## src/rtl/mbox_word_unpack.sv

```systemverilog
// mbox_word_unpack: pops bytes from the MAILBOX FIFO and reassembles little-endian words for the WOU framer.
// Optional MBOX_UNPACK_TIMEOUT_EN: flush a zero-padded partial word after TIMEOUT idle cycles.
module mbox_word_unpack #(
  parameter int unsigned WB_DW   = 32,
  parameter int unsigned MBOX_DW = 8,
  parameter int unsigned CNT_W   = 16,
  parameter int unsigned TIMEOUT = 1024
) (
  input  logic               wb_clk_i,
  input  logic               wb_rst_n_i,
  input  logic               mbox_empty_i,
  input  logic [MBOX_DW-1:0] mbox_di_i,
  output logic               mbox_rd_o,
  output logic [WB_DW-1:0]   word_o,
  output logic               word_valid_o,
  input  logic               word_ready_i,
  output logic               word_partial_o,
  output logic [CNT_W-1:0]   word_cnt_o
);

  localparam int unsigned LANES  = WB_DW / MBOX_DW;
  localparam int unsigned LCNT_W = 3;

  typedef enum logic {
    FILL = 1'b0,
    HOLD = 1'b1
  } state_t;

  state_t              state_q, state_d;
  logic [LCNT_W-1:0]   issue_q, issue_d;
  logic [LCNT_W-1:0]   cap_q, cap_d;
  logic                rd_pend_q;
  logic [WB_DW-1:0]    word_d;
  logic                valid_d;
  logic [CNT_W-1:0]    cnt_d;
  logic                rd_c;

  if (WB_DW != 32 || MBOX_DW * 4 != WB_DW || TIMEOUT < 1) begin : g_bad_cfg
    $error("mbox_word_unpack: unsupported parameter set");
  end

  // Pop whenever filling, data is available and fewer than four bytes have been requested
  assign rd_c      = wb_rst_n_i & (state_q == FILL) & ~mbox_empty_i & (issue_q != LCNT_W'(LANES));
  assign mbox_rd_o = rd_c;

`ifdef MBOX_UNPACK_TIMEOUT_EN
  localparam int unsigned TMO_W = $clog2(TIMEOUT) + 1;

  logic [TMO_W-1:0] tmo_q, tmo_d;
  logic             partial_q, partial_d;
  logic             tmo_run_c;

  // Idle with a partially filled word and nothing left in flight
  assign tmo_run_c = (state_q == FILL) && (cap_q != '0) && (cap_q < LCNT_W'(LANES)) &&
                     !rd_pend_q && mbox_empty_i;
  assign word_partial_o = partial_q;
`else
  assign word_partial_o = 1'b0;
`endif

  // Next-state and next-output logic
  always_comb begin
    state_d = state_q;
    issue_d = issue_q;
    cap_d   = cap_q;
    word_d  = word_o;
    valid_d = word_valid_o;
    cnt_d   = word_cnt_o;
`ifdef MBOX_UNPACK_TIMEOUT_EN
    tmo_d     = '0;
    partial_d = partial_q;
`endif
    case (state_q)
      FILL: begin
        if (rd_c) begin
          issue_d = issue_q + LCNT_W'(1);
        end
        if (rd_pend_q) begin
          for (int unsigned i = 0; i < LANES; i++) begin
            if (cap_q == LCNT_W'(i)) begin
              word_d[i*MBOX_DW +: MBOX_DW] = mbox_di_i;
            end
          end
          cap_d = cap_q + LCNT_W'(1);
          if (cap_q == LCNT_W'(LANES - 1)) begin
            valid_d = 1'b1;
            state_d = HOLD;
            issue_d = '0;
            cap_d   = '0;
          end
        end
`ifdef MBOX_UNPACK_TIMEOUT_EN
        else if (tmo_run_c) begin
          if (tmo_q == TMO_W'(TIMEOUT - 1)) begin
            valid_d   = 1'b1;
            partial_d = 1'b1;
            state_d   = HOLD;
            issue_d   = '0;
            cap_d     = '0;
          end else begin
            tmo_d = tmo_q + TMO_W'(1);
          end
        end
`endif
      end
      HOLD: begin
        if (word_valid_o && word_ready_i) begin
          valid_d = 1'b0;
          cnt_d   = word_cnt_o + CNT_W'(1);
          word_d  = '0;
          state_d = FILL;
`ifdef MBOX_UNPACK_TIMEOUT_EN
          partial_d = 1'b0;
`endif
        end
      end
      default: state_d = FILL;
    endcase
  end

  // State and output registers
  always_ff @(posedge wb_clk_i or negedge wb_rst_n_i) begin
    if (!wb_rst_n_i) begin
      state_q      <= FILL;
      issue_q      <= '0;
      cap_q        <= '0;
      rd_pend_q    <= 1'b0;
      word_o       <= '0;
      word_valid_o <= 1'b0;
      word_cnt_o   <= '0;
`ifdef MBOX_UNPACK_TIMEOUT_EN
      tmo_q     <= '0;
      partial_q <= 1'b0;
`endif
    end else begin
      state_q      <= state_d;
      issue_q      <= issue_d;
      cap_q        <= cap_d;
      rd_pend_q    <= rd_c;
      word_o       <= word_d;
      word_valid_o <= valid_d;
      word_cnt_o   <= cnt_d;
`ifdef MBOX_UNPACK_TIMEOUT_EN
      tmo_q     <= tmo_d;
      partial_q <= partial_d;
`endif
    end
  end

endmodule

```

## config.mk

```make
export PLATFORM = sky130hd
export DESIGN_NAME = mbox_word_unpack
export DESIGN_NICKNAME = d
export VERILOG_FILES = /design/src/rtl/mbox_word_unpack.sv
export SDC_FILE = /design/constraint.sdc
export NUM_CORES = 1
export LEC_CHECK = 0
export ABC_AREA = 1
export CAP_MARGIN = 30
export CORE_MARGIN = 4
export CORE_UTILIZATION = 44
export DETAILED_ROUTE_END_ITERATION = 7
export PLACE_DENSITY = 0.8
export SETUP_SLACK_MARGIN = 0.1
export SYNTH_ARGS = -nofsm -noshare
export SYNTH_HDL_FRONTEND = slang
export SYNTH_SLANG_ARGS = --single-unit
```

## constraint.sdc

```tcl
create_clock -name wb_clk_i -period 1.3 [get_ports wb_clk_i]
set_input_delay 0.13 -clock wb_clk_i [delete_from_list [all_inputs] [get_ports wb_clk_i]]
set_output_delay 0.13 -clock wb_clk_i [all_outputs]
set_load 0.03 [all_outputs]
```

==> results.cfg, run 1 <==
[critical_path]
critical_path_required_ns = 1.53
endpoint_kind = register
crit_type = register to register
critPathMaxFanout = 5
cp-start-kind = register
arrival_ns = 1.65

[pwr]
p_clk_share_pct = 17.2
switching_share_pct = 43.7
seqPwrFrac_pct = 33.6
power.switching_mw = 3.76
p_comb_share_pct = 49.1
p_leak_nw = 2.09
p_per_area_mw_per_mm2 = 2110
intPower_mw = 4.84
ir_drop_mv = 1.37

[layout]
antennaDiodeCount = 0
final_cells = 481
drive_above_1_share_pct = 42.3
nets = 423
post-route-util_pct = 72.6
area_growth_pct = 57.6

[logic_synthesis]
ys_types = 23
synth.most_common_cell = nand2_1
synth_fp_nets = 317
async_flop_share_pct = 100
synthTopCellsByCount = nand2_1 (83), dfrtp_1 (57), nand3_1 (40)
yosys.area.top_type = dfrtp_1
synth_cells = 298
yosysTopAreaCellShare_pct = 55.2
synth_edf_count = 0
synth-seq-cells = 57
synth_area_leaders = dfrtp_1 (55%), nand2_1 (12%), nand3_1 (7.7%), inv_1 (4.5%), nor2_1 (3.8%)
yosys_warnings = 0
avgSynthCellArea_sq_um = 8.67
synth-main-ff-cell = dfrtp_1
syn-cell-area_sq_mm = 0.00258
synth_seq_area_share_pct = 55.2

[route]
avgRoutedWirePerCell_um = 16.6
vias = 2483
dr.pass1.iters = 5
drc = 0
ant_nets = 0
vias_per_cell = 5.16
wl_um = 7970
drt-initial-drc-count = 201

[sta]
tightest_slew_ns = 0.720
relSlewSlack_pct = 52.0
min_period_over_period_pct = 109
hold_viol = 0
clock_skew_ns = 0.00373
drv_slew = 0
fmaxAchievable_mhz = 704
rsz0062_at_grt = true
period_needed_ns = 1.42
finalSetupViolCount = 42
setup_ws_ns = -0.120

[die]
die_w_um = 84.6
die_h_um = 84.6
rows = 27
start_util_pct = 46.1
io_pins = 63
die_area_sq_mm = 0.00716
coreArea_sq_mm = 0.00561

[clock_tree]
clkLatencyLatePin_ns = 0.34
ctsLongestPathBuffers = 2
cts_tree = done
clk_pin_slew_ns = 0.06
htreeDepth = 3
cts_root_buf = clkbuf_8
cts_sinks = 57
numCtsBuffers = 9

[status]
run_status = complete, but fails checks
violations = setup timing

[flow_run]
maxCapViolCount = 0

[placement]
portBuffers = 61
finalWeightedCongestion = 0.836
place_hpwl_um = 4530
dp.cells = 440

[global_route]
overflow = 0
grt_max_degree = 58
antenna_found_initial = 0
grt_pass1_vias = 2509
track_usage_pct = 20.2
grt_pass1_wl_um = 11500

[worst_hold_path]
hp-class = input port to register
==> cell families after synthesis <==
kind of cell	count (synthesis)	share of synthesized area, %
and+or+nand+nor	167	28.2
DFF	57	55.2
buffers and inverters	39	5.96
AOI/OAI and AO/OA	15	3.00
xor gates and xnor gates	12	4.07
adders and majority gates	7	3.39
other	1	0.145
==> repair_timing <==
action	CTS	global route
gates resized for setup	197	58
hold endpoints to repair	57	0
pin swaps	23	20
setup endpoints to repair	89	64
cloned	1	2
buffers inserted	13	11
hold buffers	1	0
==> final cells by class <==
| class | instances | area, sq um |
|---|---|---|
| Fill cell | 386 | 1540 |
| Sequential cell | 57 | 1440 |
| Multi-Input combinational cell | 204 | 1300 |
| Timing Repair Buffer | 101 | 953 |
| Clock buffer | 13 | 159 |
| Inverter | 31 | 119 |
| Tap cell | 72 | 90.1 |
| Clock inverter | 3 | 15.0 |
==> path summary, 6_finish.rpt <==
path	slack (ns)	end	depth (start not counted)	startpoint
min	0.27	rd_pend_q$_DFF_PN0_	6	wb_rst_n_i
max	-0.12	word_o[4]$_DFFE_PN0P_	9	state_q$_DFF_PN0_
max in group asynchronous	0.30	word_valid_o$_DFFE_PN0P_	3	wb_rst_n_i
min in group asynchronous	0.49	word_cnt_o[2]$_DFFE_PN0P_	3	wb_rst_n_i
min reg2reg	0.49	word_cnt_o[15]$_DFFE_PN0P_	2	word_cnt_o[15]$_DFFE_PN0P_
max reg2reg	-0.12	word_o[4]$_DFFE_PN0P_	9	state_q$_DFF_PN0_
==> worst max-delay path, cell delays in order, from the launching register on <==
cell     delay (ns)
dfrtp_1        0.41
buf_6          0.15
nor2_4         0.12
inv_2          0.07
nor2_4         0.10
buf_4          0.13
nand2_4        0.07
buf_6          0.15
nand3_2        0.05
nand2_1        0.06
==> sequential cells by signal (all words and copies together), names as in the netlist <==
name,count
word_o,32
word_cnt_o,16
cap_q,3
issue_q,3
rd_pend_q,1
state_q,1
word_valid_o,1
==> layer usage <==
| layer | share of wire, % | global-route usage, % |
|---|---|---|
| met5 | 0 | 0 |
| met3 | 7.8 | 6.18 |
| met1 | 40 | 24.8 |
| met2 | 50 | 34.0 |
| met4 | 2.7 | 6.33 |
==> metrics by stage <==
step / instance area, sq um / total power [mW] / setup WS, ns / TNS [ns] / hold WS (ns)
4_1_cts: 3910 / 8.12 / -0.0750 / -1.34 / 0.266
2_1_floorplan: 2660 / 4.87 / 0.0331 / 0 / -0.166
3_3_place_gp: 3450 / 6.27 / -0.151 / -2.39 / 0.334
5_1_grt: 4070 / 9.10 / -0.192 / -5.63 / 0.291
6_report: 4070 / 8.60 / -0.120 / -2.70 / 0.274
3_5_place_dp: 3450 / 6.35 / -0.191 / -3.20 / 0.328
==> power groups by stage <==
stage	Clock, mW	Combinational, mW	Sequential, mW
4_1_cts	1.49	3.79	2.85
6_report	1.48	4.23	2.89
2_1_floorplan	0	1.13	3.74
3_3_place_gp	0	3.42	2.85
5_1_grt	1.60	4.55	2.95
3_5_place_dp	0	3.49	2.86
==> layout by cell type (no fill, tap or decap), drive strengths merged <==
master / netlist / final
nand3b: 1 / 1
clkbuf: 3 / 19
conb: 1 / 1
inv: 31 / 31
nand2: 89 / 91
clkdlybuf4s50: 0 / 10
buf: 5 / 52
clkinv: 0 / 3
clkdlybuf4s15: 0 / 32
o21ai: 12 / 12
dfrtp: 57 / 57
a211oi: 1 / 1
xnor2: 4 / 4
dlygate4sd3: 0 / 1
a21oi: 2 / 2
nand3: 41 / 41
xor2: 8 / 8
ha: 7 / 7
nor2: 31 / 31
nand4: 3 / 3
nor3: 2 / 2
Power figures use the tool's default switching activity.
==> run 2: changes to the inputs <==
- CORE_ASPECT_RATIO: not set -> 1.1
- CTS_CLUSTER_DIAMETER: not set -> 50
==> results.cfg, run 2 (synthesis gave the netlist of run 1 again) <==
[status]
run_status = complete, but fails checks
violations = setup timing

[layout]
regMostFlops = word_o
post-route-util_pct = 72.5
area_growth_pct = 60.8
regArea_sq_mm = 0.00144
multi_input_area_sq_mm = 0.00137
antennaDiodeCount = 0
fillers = 425
drive_above_1_share_pct = 45.4
final_common_cell = nand2_1
largest_reg_flops = 32
final_cell_mix = nand2_1 (66), dfrtp_1 (49), clkdlybuf4s15_2 (34)
nets = 417
top_regs = word_o x32, word_cnt_o x16

[sta]
min_period_over_period_pct = 110
setup_ws_ns = -0.127
relSlewSlack_pct = 52.4
drv_slew = 0
hold_viol = 0
fin_setup_tns_ns = -1.48
rsz0062_at_grt = true
period_needed_ns = 1.43
finalSetupViolCount = 28
clock_skew_ns = 0.00549
fmaxAchievable_mhz = 701
fin_hold_ws_ns = 0.258
tightest_slew_ns = 0.714

[critical_path]
endpoint_kind = output pin
arrival_ns = 1.30
critical_path_required_ns = 1.17
reg2regPathDepth = 8
cp-start-kind = register
worstReg2RegEnd = word_o[22]$_DFFE_PN0P_
rr_startpoint = state_q$_DFF_PN0_
crit_type = register to output pin
critPathMaxFanout = 2
r2r_setup_slack_ns = -0.08

[clock_tree]
numCtsBuffers = 9
clkLatencyLatePin_ns = 0.34
ctsLongestPathBuffers = 2
cts_tree = done
cts_sinks = 57
htreeDepth = 3
clk_pin_slew_ns = 0.06
cts_root_buf = clkbuf_8

[route]
avgRoutedWirePerCell_um = 16.2
wl_um = 7760
vias_per_cell = 5.05
dr.pass1.iters = 4
drc = 0
drt-initial-drc-count = 161
vias = 2424
ant_nets = 0

[pwr]
ir_drop_mv = 1.36
p_leak_nw = 2.14
p_per_area_mw_per_mm2 = 2100
power_mw = 8.71

[global_route]
grt_pass1_vias = 2419
grt_max_degree = 58
grt_pass1_wl_um = 11500
overflow = 0
antenna_found_initial = 0
track_usage_pct = 21.1

[die]
coreArea_sq_mm = 0.00573
rows = 29
die_area_sq_mm = 0.00716
die_h_um = 88.4
die_w_um = 81.1
io_pins = 63
start_util_pct = 45.1

[flow_run]
maxCapViolCount = 0

[placement]
place_hpwl_um = 4620
finalWeightedCongestion = 0.850
portBuffers = 61
place_worst_setup_slack_ns = -0.182

[worst_hold_path]
hp-class = input port to register
hp-start = wb_rst_n_i
hold_depth = 6
worstHoldEndpoint = rd_pend_q$_DFF_PN0_
[run 2: cell types whose count changed in the layout (fill, tap and decap cells not counted), sizes merged]
cell,delta
buf,-7
clkdlybuf4s15,+2
clkbuf,+1
clkinv,-1
nand2,-1
[run 2: power by group]
part           switching, mW  internal, mW
Clock                  0.689         0.894
Combinational           2.53          1.70
Sequential             0.521          2.37
[run 2: worst max-delay path by stage]
stage	slack, ns	cells past startpoint	from	endpoint
floorplan	0.03	6	word_cnt_o[1]$_DFFE_PN0P_	word_cnt_o[8]$_DFFE_PN0P_
global placement	-0.14	8	word_ready_i	word_cnt_o[15]$_DFFE_PN0P_
detailed placement	-0.18	8	word_ready_i	word_cnt_o[15]$_DFFE_PN0P_
CTS	-0.07	6	issue_q[1]$_DFFE_PN0N_	mbox_rd_o
global route	-0.18	6	issue_q[1]$_DFFE_PN0N_	mbox_rd_o
finish	-0.13	6	issue_q[1]$_DFFE_PN0N_	mbox_rd_o
[run 2: worst max-delay path: stages, from the launching register on]
cell	delay, ns
dfrtp_1	0.38
inv_2	0.07
ha_4	0.16
nand2_4	0.06
nand3_4	0.08
inv_4	0.08
buf_6	0.12
[run 2: repair_timing]
| action | in CTS | in global routing |
|---|---|---|
| pin swaps | 28 | 26 |
| buffers inserted | 12 | 5 |
| gates resized for setup | 202 | 67 |
| hold buffers | 1 | 0 |
| setup endpoints to repair | 90 | 56 |
| hold endpoints to repair | 57 | 0 |
| gates cloned | 2 | 1 |
[run 2: layout make-up]
type	instances	area share [%]
multi-input cells	203	32.9
inverters	31	2.92
clock buffers	14	4.40
flip-flops and latches	57	34.6
clock inverters	2	0.241
repair buffers	96	22.6
well taps	77	2.32
[run 2: through the flow]
stage	std cells	cell area, sq um
floorplan	298	2660
global placement	446	3470
CTS	476	3930
detailed placement	446	3470
global route	480	4150
finish	480	4150
[run 2: routing by layer]
layer / up-vias / global-route usage, % / share of wire [%]
met5: - / 0 / 0
met4: 0 / 7.68 / 1.8
met3: 12 / 5.91 / 4.6
met2: 72 / 35.9 / 53
met1: 1194 / 25.6 / 41
li1: 1146 / - / -
==> run 3: changes to the inputs <==
- SKIP_CTS_REPAIR_TIMING: not set -> 1
==> results.cfg, run 3 (synthesis gave the netlist of run 1 again) <==
[layout]
largest_reg_flops = 32
design_area_sq_mm = 0.00438
fillers = 365
final_cells = 484
area_growth_pct = 69.5
antennaDiodeCount = 0
regMostFlops = word_o
drive_above_1_share_pct = 41.5
final_cell_mix = nand2_1 (54), dfrtp_1 (49), dlymetal6s2s_1 (40)
post-route-util_pct = 76.4
final_common_cell = nand2_1
nets = 421
top_regs = word_o x32, word_cnt_o x16

[placement]
post_dp_cell_area_sq_mm = 0.00347
finalWeightedCongestion = 0.850
place_hpwl_um = 4620
portBuffers = 61
dp.cells = 446

[flow_run]
maxCapViolCount = 0

[route]
drt-initial-drc-count = 87
vias_per_cell = 5.07
vias = 2454
avgRoutedWirePerCell_um = 16.3
wl_um = 7900
ant_nets = 0
dr.pass1.iters = 4
drc = 0

[die]
rows = 29
die_w_um = 81.1
io_pins = 63
die_h_um = 88.4
start_util_pct = 45.1
die_area_sq_mm = 0.00716
coreArea_sq_mm = 0.00573

[sta]
min_period_over_period_pct = 110
rsz0062_at_grt = true
tightest_slew_ns = 0.720
clock_skew_ns = 0.00949
fin_setup_tns_ns = -0.599
fmaxAchievable_mhz = 696
fin_hold_ws_ns = -0.0420
relSlewSlack_pct = 52.0
drv_slew = 0
finalSetupViolCount = 22
setup_ws_ns = -0.136
period_needed_ns = 1.44
hold_viol = 57

[critical_path]
critPathMaxFanout = 4
arrival_ns = 1.31
critical_path_required_ns = 1.17
r2r_setup_slack_ns = -0.05
critPathMaxStageDelay_ns = 0.40
endpoint_kind = output pin
cp-start-kind = register
crit_type = register to output pin
path_cells = inv_1 > ha_2 > nand2_2 > nand3_2 > inv_2 > buf_6
slowest_stage = dfrtp_1

[status]
violations = hold timing, setup timing
run_status = complete, but fails checks

[clock_tree]
htreeDepth = 3
cts_sinks = 57
clk_pin_slew_ns = 0.06
cts_root_buf = clkbuf_8
clkLatencyLatePin_ns = 0.33
ctsLongestPathBuffers = 2
cts_tree = done
numCtsBuffers = 9

[global_route]
grt_pass1_vias = 2231
grt_pass1_wl_um = 10300
overflow = 0
track_usage_pct = 18.9
grt_max_degree = 58
antenna_found_initial = 0

[pwr]
p_per_area_mw_per_mm2 = 2020
p_leak_nw = 2.74
power_mw = 8.86
ir_drop_mv = 1.46

[worst_hold_path]
hp-class = input port to asynchronous set/reset pin
run 3: final cells by class:
class | instances | area (sq um) | share of cell area [%]
Multi-Input combinational cell | 204 | 1450 | 33.0
Timing Repair Buffer | 99 | 1090 | 24.9
Inverter | 31 | 116 | 2.66
Clock inverter | 2 | 10.0 | 0.229
Clock buffer | 14 | 183 | 4.17
Sequential cell | 57 | 1440 | 32.8
Tap cell | 77 | 96.3 | 2.20
run 3: worst paths after layout:
path,from,end,cells after the start
worst max-delay path,issue_q[0]$_DFFE_PN0N_,mbox_rd_o,6
worst min-delay path,wb_rst_n_i,issue_q[2]$_DFFE_PN0N_,2
worst max register to register,issue_q[0]$_DFFE_PN0N_,issue_q[0]$_DFFE_PN0N_,9
worst min register to register,word_cnt_o[6]$_DFFE_PN0P_,word_cnt_o[6]$_DFFE_PN0P_,1
max in group asynchronous,wb_rst_n_i,word_cnt_o[6]$_DFFE_PN0P_,2
min in group wb_clk_i,wb_rst_n_i,issue_q[1]$_DFFE_PN0N_,6
run 3: critical path: cells and delay by family, from the launching register on:
kind	cells	cell delay (ns)
adders and majority gates	1	0.17
buffers and inverters	3	0.26
DFF	1	0.40
and+or+nand+nor	2	0.14
run 3: layer usage:
| metal | vias to the layer above | track usage [%] | share of wire [%] |
|---|---|---|---|
| li1 | 1153 | - | - |
| met1 | 1196 | 23.7 | 38 |
| met2 | 90 | 31.0 | 54 |
| met3 | 15 | 5.80 | 6.4 |
| met4 | 0 | 6.91 | 1.4 |
| met5 | - | 0 | 0 |
run 3: stage by stage:
stage / setup slack (ns) / hold WS, ns
after global placement: -0.140 / 0.330
final: -0.136 / -0.0420
after floorplan: 0.0331 / -0.166
after CTS: -0.312 / -0.0370
after detailed placement: -0.182 / 0.327
after global routing: -0.210 / 0.0144
run 3: power by group:
| group | internal (mW) | switching, mW | total (mW) |
|---|---|---|---|
| combinational | 1.80 | 2.57 | 4.38 |
| clock | 0.894 | 0.683 | 1.58 |
| sequential | 2.37 | 0.528 | 2.90 |
| total | 5.07 | 3.79 | 8.86 |
